File: src/rtl/mem_access_unit_pkg.sv
// Shared types and lane helpers for the data-memory access unit.
// Sizes, FSM states and byte-lane masks used by the FSM and the lane datapath.
package mau_pkg;

  typedef enum logic [1:0] {
    SZ_B   = 2'd0,
    SZ_H   = 2'd1,
    SZ_W   = 2'd2,
    SZ_RSV = 2'd3
  } size_e;

  typedef enum logic [2:0] {
    IDLE   = 3'd0,
    READ   = 3'd1,
    RMW_RD = 3'd2,
    RMW_WR = 3'd3,
    WRITE  = 3'd4,
    RESP   = 3'd5
  } state_e;

  typedef enum logic {
    LANE_EXTRACT = 1'b0,
    LANE_MERGE   = 1'b1
  } lane_fn_e;

  localparam logic [31:0] LANE_MASK_B = 32'h0000_00FF;
  localparam logic [31:0] LANE_MASK_H = 32'h0000_FFFF;
  localparam logic [31:0] LANE_MASK_W = 32'hFFFF_FFFF;

  // Mask of the bytes touched by an access of size sz at byte offset off.
  function automatic logic [31:0] lane_mask(input size_e sz, input logic [1:0] off);
    logic [31:0] base;
    case (sz)
      SZ_B:    base = LANE_MASK_B;
      SZ_H:    base = LANE_MASK_H;
      default: base = LANE_MASK_W;
    endcase
    return base << {off, 3'b000};
  endfunction

endpackage

File: src/rtl/mem_access_unit_lane.sv
// Combinational byte-lane datapath: extracts/extends a loaded lane, or merges
// store data into a word. FN selects which result drives o_word.
module mau_lane
  import mau_pkg::*;
#(
  parameter lane_fn_e FN = LANE_EXTRACT
) (
  input  logic [31:0] i_word,
  input  logic [1:0]  i_offset,
  input  logic [1:0]  i_size,
  input  logic        i_signed,
  input  logic [31:0] i_wdata,
  output logic [31:0] o_word
);

  logic [4:0]  w_shamt;
  logic [31:0] w_shifted;
  logic [31:0] w_extract;
  logic [31:0] w_mask;
  logic [31:0] w_merged;

  always_comb begin
    w_shamt   = {i_offset, 3'b000};
    w_shifted = i_word >> w_shamt;
    w_extract = i_word;
    case (size_e'(i_size))
      SZ_B:    w_extract = {{24{i_signed & w_shifted[7]}},  w_shifted[7:0]};
      SZ_H:    w_extract = {{16{i_signed & w_shifted[15]}}, w_shifted[15:0]};
      default: w_extract = i_word;
    endcase

    // Replace only the addressed lane(s); the rest of the word is preserved.
    w_mask   = lane_mask(size_e'(i_size), i_offset);
    w_merged = (i_word & ~w_mask) | ((i_wdata << w_shamt) & w_mask);

    o_word = (FN == LANE_EXTRACT) ? w_extract : w_merged;
  end

endmodule

File: src/rtl/mem_access_unit.sv
// Initiator side of the data-memory interface: turns pipeline load/store
// requests into word-wide memory cycles, with read-modify-write for sub-word stores.
//
// Handshake: a request transfers on a posedge where i_req_valid && o_req_ready;
// o_req_ready is high only in IDLE and request inputs are ignored otherwise.
// o_resp_valid is a single-cycle pulse with no back-pressure.
module mem_access_unit
  import mau_pkg::*;
#(
  parameter int MEM_WORDS = 256
) (
  input  logic        clk,
  input  logic        rst,
  input  logic        i_req_valid,
  output logic        o_req_ready,
  input  logic        i_req_we,
  input  logic [1:0]  i_req_size,
  input  logic        i_req_signed,
  input  logic [31:0] i_req_addr,
  input  logic [31:0] i_req_wdata,
  output logic        o_resp_valid,
  output logic [31:0] o_resp_rdata,
  output logic        o_resp_err,
  output logic        o_busy,
  output logic [31:0] o_mem_a,
  output logic [31:0] o_mem_wd,
  output logic        o_mem_re,
  output logic        o_mem_we,
  input  logic [31:0] i_mem_rd,
  output logic [2:0]  o_dbg_state
);

  state_e      r_state;
  state_e      w_next;
  logic [31:0] r_addr;
  size_e       r_size;
  logic        r_signed;
  logic        r_we;
  logic [31:0] r_wdata;
  logic [31:0] r_merge;
  logic [31:0] r_rdata;
  logic        r_err;

  logic        w_misaligned;
  logic        w_out_of_range;
  logic        w_err;
  logic [31:0] w_extract;
  logic [31:0] w_merged;
  logic [31:0] w_word_idx;

  // Request classification; only feeds next-state and the latched error flag.
  always_comb begin
    w_misaligned = 1'b0;
    case (size_e'(i_req_size))
      SZ_B:    w_misaligned = 1'b0;
      SZ_H:    w_misaligned = i_req_addr[0];
      SZ_W:    w_misaligned = (i_req_addr[1:0] != 2'b00);
      default: w_misaligned = 1'b1;
    endcase
    w_out_of_range = ({2'b00, i_req_addr[31:2]} >= 32'(MEM_WORDS));
    w_err          = w_misaligned | w_out_of_range;
  end

  assign w_word_idx  = {2'b00, r_addr[31:2]};
  assign o_dbg_state = r_state;

  mau_lane #(.FN(LANE_EXTRACT)) u_extract (
    .i_word   (i_mem_rd),
    .i_offset (r_addr[1:0]),
    .i_size   (r_size),
    .i_signed (r_signed),
    .i_wdata  (r_wdata),
    .o_word   (w_extract)
  );

  mau_lane #(.FN(LANE_MERGE)) u_merge (
    .i_word   (r_merge),
    .i_offset (r_addr[1:0]),
    .i_size   (r_size),
    .i_signed (r_signed),
    .i_wdata  (r_wdata),
    .o_word   (w_merged)
  );

  always_ff @(posedge clk or negedge rst) begin
    if (!rst) begin
      r_state  <= IDLE;
      r_addr   <= '0;
      r_size   <= SZ_B;
      r_signed <= 1'b0;
      r_we     <= 1'b0;
      r_wdata  <= '0;
      r_merge  <= '0;
      r_rdata  <= '0;
      r_err    <= 1'b0;
    end else begin
      r_state <= w_next;
      case (r_state)
        IDLE: begin
          if (i_req_valid) begin
            r_addr   <= i_req_addr;
            r_size   <= size_e'(i_req_size);
            r_signed <= i_req_signed;
            r_we     <= i_req_we;
            r_wdata  <= i_req_wdata;
            r_err    <= w_err;
            r_rdata  <= '0;
          end
        end
        READ:    r_rdata <= w_extract;
        RMW_RD:  r_merge <= i_mem_rd;
        default: ;
      endcase
    end
  end

  // Outputs decode from state and latched registers only.
  always_comb begin
    w_next       = r_state;
    o_req_ready  = 1'b0;
    o_busy       = 1'b1;
    o_mem_re     = 1'b0;
    o_mem_we     = 1'b0;
    o_mem_a      = '0;
    o_mem_wd     = '0;
    o_resp_valid = 1'b0;
    o_resp_rdata = '0;
    o_resp_err   = 1'b0;
    case (r_state)
      IDLE: begin
        o_req_ready = 1'b1;
        o_busy      = 1'b0;
        if (i_req_valid) begin
          if (w_err)                             w_next = RESP;
          else if (!i_req_we)                    w_next = READ;
          else if (size_e'(i_req_size) == SZ_W)  w_next = WRITE;
          else                                   w_next = RMW_RD;
        end
      end
      READ: begin
        o_mem_re = 1'b1;
        o_mem_a  = w_word_idx;
        w_next   = RESP;
      end
      RMW_RD: begin
        o_mem_re = 1'b1;
        o_mem_a  = w_word_idx;
        w_next   = RMW_WR;
      end
      RMW_WR: begin
        o_mem_we = 1'b1;
        o_mem_a  = w_word_idx;
        o_mem_wd = w_merged;
        w_next   = RESP;
      end
      WRITE: begin
        o_mem_we = 1'b1;
        o_mem_a  = w_word_idx;
        o_mem_wd = r_wdata;
        w_next   = RESP;
      end
      RESP: begin
        o_resp_valid = 1'b1;
        o_resp_rdata = r_we ? 32'h0 : r_rdata;
        o_resp_err   = r_err;
        w_next       = IDLE;
      end
      default: w_next = IDLE;
    endcase
  end

endmodule

File: config.mk
export PLATFORM = sky130hd
export DESIGN_NAME = mem_access_unit
export DESIGN_NICKNAME = d
export VERILOG_FILES = /design/src/rtl/mem_access_unit_pkg.sv /design/src/rtl/mem_access_unit_lane.sv /design/src/rtl/mem_access_unit.sv
export SDC_FILE = /design/constraint.sdc
export NUM_CORES = 1
export LEC_CHECK = 0
export BUFFER_PORTS_ARGS = -buffer_cell sky130_fd_sc_hd__buf_2
export CORE_MARGIN = 3
export CORE_UTILIZATION = 58
export CTS_CLUSTER_DIAMETER = 50
export DETAILED_ROUTE_END_ITERATION = 10
export PLACE_DENSITY = 0.87
export SLEW_MARGIN = 10
export SYNTH_ARGS = -nofsm -noshare
export SYNTH_HDL_FRONTEND = slang
export SYNTH_HIERARCHICAL = 1
export SYNTH_SLANG_ARGS = --single-unit
export TNS_END_PERCENT = 50
File: constraint.sdc
create_clock -name clk -period 3.03 [get_ports clk]
set_input_delay 0.606 -clock clk [delete_from_list [all_inputs] [get_ports clk]]
set_output_delay 0.606 -clock clk [all_outputs]
set_load 0.005 [all_outputs]
-- After elaboration in Yosys (flattened, before gate mapping)
Index checks and enable logic that the tools add are counted.
- bits in registers: 136
- bits of input ports: 103
- output and inout port bits: 105
- word-level logic and storage cells: 60
- mux-type cells: 20
- shift-type cells: 3
- reduce and logical (&&, ||, !) cells: 11
- equality and inequality tests: 9
- $lt $le $gt $ge: 1
- bitwise operators: 7
- operators with widths (operator ; count):
    32-bit one-hot mux with 2 select lines ; 4
    32-bit 2-to-1 mux ; 3
    32-bit bitwise AND ; 2
    32-bit by 5-bit << shifter with 32-bit output ; 2
    32-bit inverter ; 1
    32-bit OR ; 1
    32-bit by 5-bit right shift with 16-bit output ; 1
    30-bit by 9-bit greater-or-equal comparator with 1-bit output (second input constant) ; 1
    30-bit 2-to-1 mux ; 1
    3-bit 2-to-1 mux ; 4
    3-bit one-hot mux with 3 select lines ; 1
    3-bit by 2-bit == test with 1-bit output (second input constant) ; 2
    3-bit == test (second input constant) ; 2
    1-bit 2-to-1 mux ; 6
    2-bit by 1-bit == test with 1-bit output (second input constant) ; 2
    2-bit logical NOT ; 2
    2-bit AND reduction ; 2
    2-bit nonzero test ; 2
    2-bit OR reduction ; 2
    4-bit OR reduction ; 1
    3-bit by 1-bit == test with 1-bit output (second input constant) ; 1
    3-bit logical NOT ; 1
    1-bit one-hot mux with 3 select lines ; 1
    3-bit OR reduction ; 1
    4 further kinds ; 5

-- Depth between registers and ports, before layout
- depth after elaboration: 7
- mapped depth: 8
- gate-level depth less buffers: 5

-- Modules after synthesis
Netlist, hierarchy kept.
- by module, submodules not included (module ; cells an instance ; area an instance (µm²) ; times used ; seq. area each (µm²)):
    mem_access_unit ; 647 ; 6248.5 ; 1 ; 3403.3
    mau_lane at u_merge ; 86 ; 903.4 ; 1 ; 0.0
    mau_lane at u_extract ; 112 ; 737.0 ; 1 ; 0.0

-- Worst setup path before layout
No wires, ideal clock.
- kind: register -> output
- start: register r_addr[0]
- end: output port o_mem_wd[24]
- stages on the path, launching flop included: 6
- arrival: 1.503 ns
- required time: 2.424 ns
- path slack: 0.921 ns
- buffers on the path: 1
- cell sequence: dfrtp_1 -> buf_6 -> o21a_1 -> nor2_4 -> mux2_2 -> a22o_1
- word-level cells in the longest chain between the ends: 5
- elaborated cells between the ends (all ways): 7
- those cells by class: shift (2); mux (1); bitwise (4)
- ends and longest elaborated chain (element ; line ; RTL):
    start, declared ; mem_access_unit.sv:35 ; logic [31:0] r_addr;
    start signal, assigned ; mem_access_unit.sv:101 ; r_addr <= i_req_addr;
    32-bit by 5-bit << shifter with 32-bit output ; -- ;
    32-bit inverter ; -- ;
    32-bit bitwise AND ; mem_access_unit_lane.sv:34 ; w_merged = (i_word & ~w_mask) | ((i_wdata << w_shamt) & w_mask);
    32-bit OR (*) ; mem_access_unit_lane.sv:34 ;
    net w_merged[24] ; mem_access_unit.sv:48 ; logic [31:0] w_merged;
    32-bit one-hot mux with 2 select lines (*) ; mem_access_unit.sv:129 ; case (r_state)
    end, declared ; mem_access_unit.sv:26 ; output logic [31:0] o_mem_wd,
Mark *: on every way through the listed nets, which the timed path passes. The rest lies on a longest branch.

-- Worst setup path after layout
- start: register r_addr[1]
- end: output port o_mem_wd[23]
The elaborated chain is that of the path after synthesis.

==> impl_metrics.py <==
metrics = {
    "yosys": {
        "synthArstFlopShare": 1.00,
        "synth_area_leaders": "dfrtp_1 43%, nand2_1 14%, mux2_2 6.1%",
        "synth_cell_types": 52,
        "syn-mean-instance-area_um2": 9.34,
        "synth_edf_count": 0,
        "yosysWarnings": 6,
        "yosys.area.top_type": "dfrtp_1",
        "synthesis.area_um2": 7890,
        "syn_inst": 845,
        "ys.flop_type": "dfrtp_1",
        "synth_top_area_frac": 0.431,
        "ys_seq_area_frac": 0.431,
        "synth.most_common_cell": "nand2_1",
        "synthTopCellsByCount": "297 x nand2_1, 136 x dfrtp_1, 64 x and2_1",
        "synth-seq-cells": 136,
    },
    "route": {
        "finalWirelength_um": 23000,
        "wl_met2_um": 10800,
        "route.vias.total": 6980,
        "wl_met1_um": 9170,
        "wl_met3_um": 2120,
        "dr.pass1.iters": 7,
        "vias_per_cell": 5.79,
        "drcViolationCount": 0,
        "drtAntennaViolNets": 0,
        "routedWlPerCell_um": 19.0,
        "first_iter_violations": 791,
        "highest_layer": "met5",
    },
    "timing": {
        "finalCriticalPeriod_ns": 2.87,
        "holdWs_ns": 0.173,
        "rsz0062_at_grt": "no",
        "setup-violations-final": 0,
        "fmax_mhz": 348,
        "skew_ns": 0.00936,
        "tns_ns": 0,
        "slew_headroom": 0.263,
        "tightest_slew_ns": 1.11,
        "finalCritPeriodShare": 0.948,
        "hold_viol": 0,
        "drv_slew": 0,
    },
    "worst_setup_path": {
        "endpoint_kind": "output pin",
        "crit_arrival_ns": 2.27,
        "slowest_stage": "dfrtp_4",
        "cp_num_buf_inv": 1,
        "cp_top_family": "flip-flops",
        "crit_chain": "nor2b_1, o2bb2ai_1, mux2_2, a22o_1, buf_2",
        "cp_max_fo": 17,
        "critPathLaunchType": "register",
        "rrSetupSlack_ns": 0.57,
        "crit_required_ns": 2.42,
        "path_class": "register to output pin",
        "critical_path.max_stage_delay_ns": 0.61,
    },
    "final_layout": {
        "drive_gt1_frac": 0.334,
        "syn_to_final_growth_pct": 19.8,
        "nets": 1124,
        "fin_cells": 1206,
        "finalCoreUtilization": 0.728,
        "antennaDiodeCount": 0,
    },
    "floorplanning": {
        "die_h_um": 123,
        "core_um2": 13000,
        "start_util": 0.608,
        "dieArea_um2": 15000,
        "die_w_um": 123,
        "row_count": 41,
        "ioPinCount": 208,
    },
    "clocking": {
        "clk_latency_ns": 0.43,
        "cts_setup_buffers": 0,
        "cts_tree": "built",
        "clock-sinks": 136,
        "post_cts_resize_count": 0,
        "htree_levels": 4,
        "cts_hold_buf": 0,
        "cts_made_buffers": 17,
        "cts_buffer_depth": 2,
        "clkSlewWorstSetupHoldPaths_ns": 0.06,
        "cts_root_buf": "clkbuf_16",
    },
    "placed_design": {
        "place.gp.congestion": 0.959,
        "dp_hpwl_um": 16100,
        "dp.cells": 1174,
        "port_buffers": 205,
    },
    "hold_path": {
        "min_path_type": "primary input to asynchronous set/reset pin",
    },
    "pwr": {
        "leakage_nw": 5.00,
        "ir_drop_mv": 0.570,
        "powerDensity_nw_per_um2": 958,
    },
    "global_routing": {
        "grt.total_usage": 0.311,
        "first_global_vias": 6565,
        "antenna_found_initial": 1,
        "grt_max_degree": 104,
        "grt_pass1_wl_um": 35300,
        "overflow": 0,
    },
    "run_status": {
        "status": "complete, no violations",
    },
    "flow_run": {
        "drv_cap": 0,
    },
}
-- worst reg2reg max path, delay by kind of cell, from the launching register on --
| family | cells | cell delay (ns) |
|---|---|---|
| buffers and inverters | 1 | 0.32 |
| multiplexers | 1 | 0.41 |
| AO/OA/AOI/OAI | 3 | 0.88 |
| AND/OR/NAND/NOR | 1 | 0.10 |
| flip-flops | 1 | 0.61 |
-- cells in the final DEF (no fill, tap or decap), drive strengths merged, types with 3 or more instances in the layout --
master and instances:
o2bb2ai 14, o31ai 8, clkbuf 18, inv 10
nand3b 7, nor4 5, nand2 297, buf 221
nor2 7, a22o 38, mux2 74, dfrtp 136
a21oi 4, clkinvlp 4, mux2i 31, nor2b 3
nor3 4, o211a 7, clkinv 5, and2 65
o21ai 51
-- state kept, by name, indices dropped and copies added, names as in the netlist --
register / count
r_we: 1
r_size: 2
r_merge: 32
r_signed: 1
r_addr: 32
r_rdata: 32
o_dbg_state: 3
r_wdata: 32
r_err: 1
-- final timing paths --
kind                                        startpoint  cells after the start                 endpoint
worst max-delay path             r_addr[1]$_DFFE_PN0P_                      5             o_mem_wd[23]
worst min-delay path                               rst                      1   r_merge[2]$_DFFE_PN0P_
worst max register to register   r_addr[1]$_DFFE_PN0P_                      6  r_rdata[19]$_DFFE_PN0P_
worst min register to register  r_addr[29]$_DFFE_PN0P_                      2   r_addr[29]$_DFFE_PN0P_
max in group asynchronous                          rst                      2  r_rdata[10]$_DFFE_PN0P_
min in group clk                       i_req_wdata[21]                      3  r_wdata[21]$_DFFE_PN0P_
-- power by group --
| group | total [W] | leakage (nW) | internal, W | switching [W] |
|---|---|---|---|---|
| clock | 0.00190 | 0.256 | 0.00106 | 0.000841 |
| sequential | 0.00310 | 1.76 | 0.00245 | 0.000651 |
| combinational | 0.00405 | 2.98 | 0.00183 | 0.00222 |
-- metrics by stage --
stage	setup WS (ns)	power (W)	cell area, um^2
after floorplan	0.921	0.00583	7890
after global placement	0.571	0.00692	8900
after detailed placement	0.527	0.00706	8900
after CTS	0.0662	0.00901	9450
after global routing	0.0247	0.00967	9450
final	0.156	0.00906	9450
-- routing by layer --
layer	track usage	vias up
met5	0	-
li1	-	3204
met2	0.470	405
met4	0.157	2
met3	0.0682	69
met1	0.423	3300
-- logic make-up after synthesis --
group / count (synthesis) / synth area share
AO/OA/AOI/OAI: 133 / 0.124
flip-flops: 136 / 0.431
AND/OR/NAND/NOR: 399 / 0.228
multiplexers: 106 / 0.163
buffers and inverters: 70 / 0.0536
other: 1 / 0.000475
-- cell type report --
type / count / area, um^2
clock inverters: 14 / 116
flip-flops and latches: 136 / 3410
inverters: 5 / 18.8
multi-input cells: 640 / 4090
repair buffers: 221 / 1180
well taps: 172 / 215
fillers: 978 / 3530
clock buffers: 18 / 429
Power figures use the tool's default switching activity.
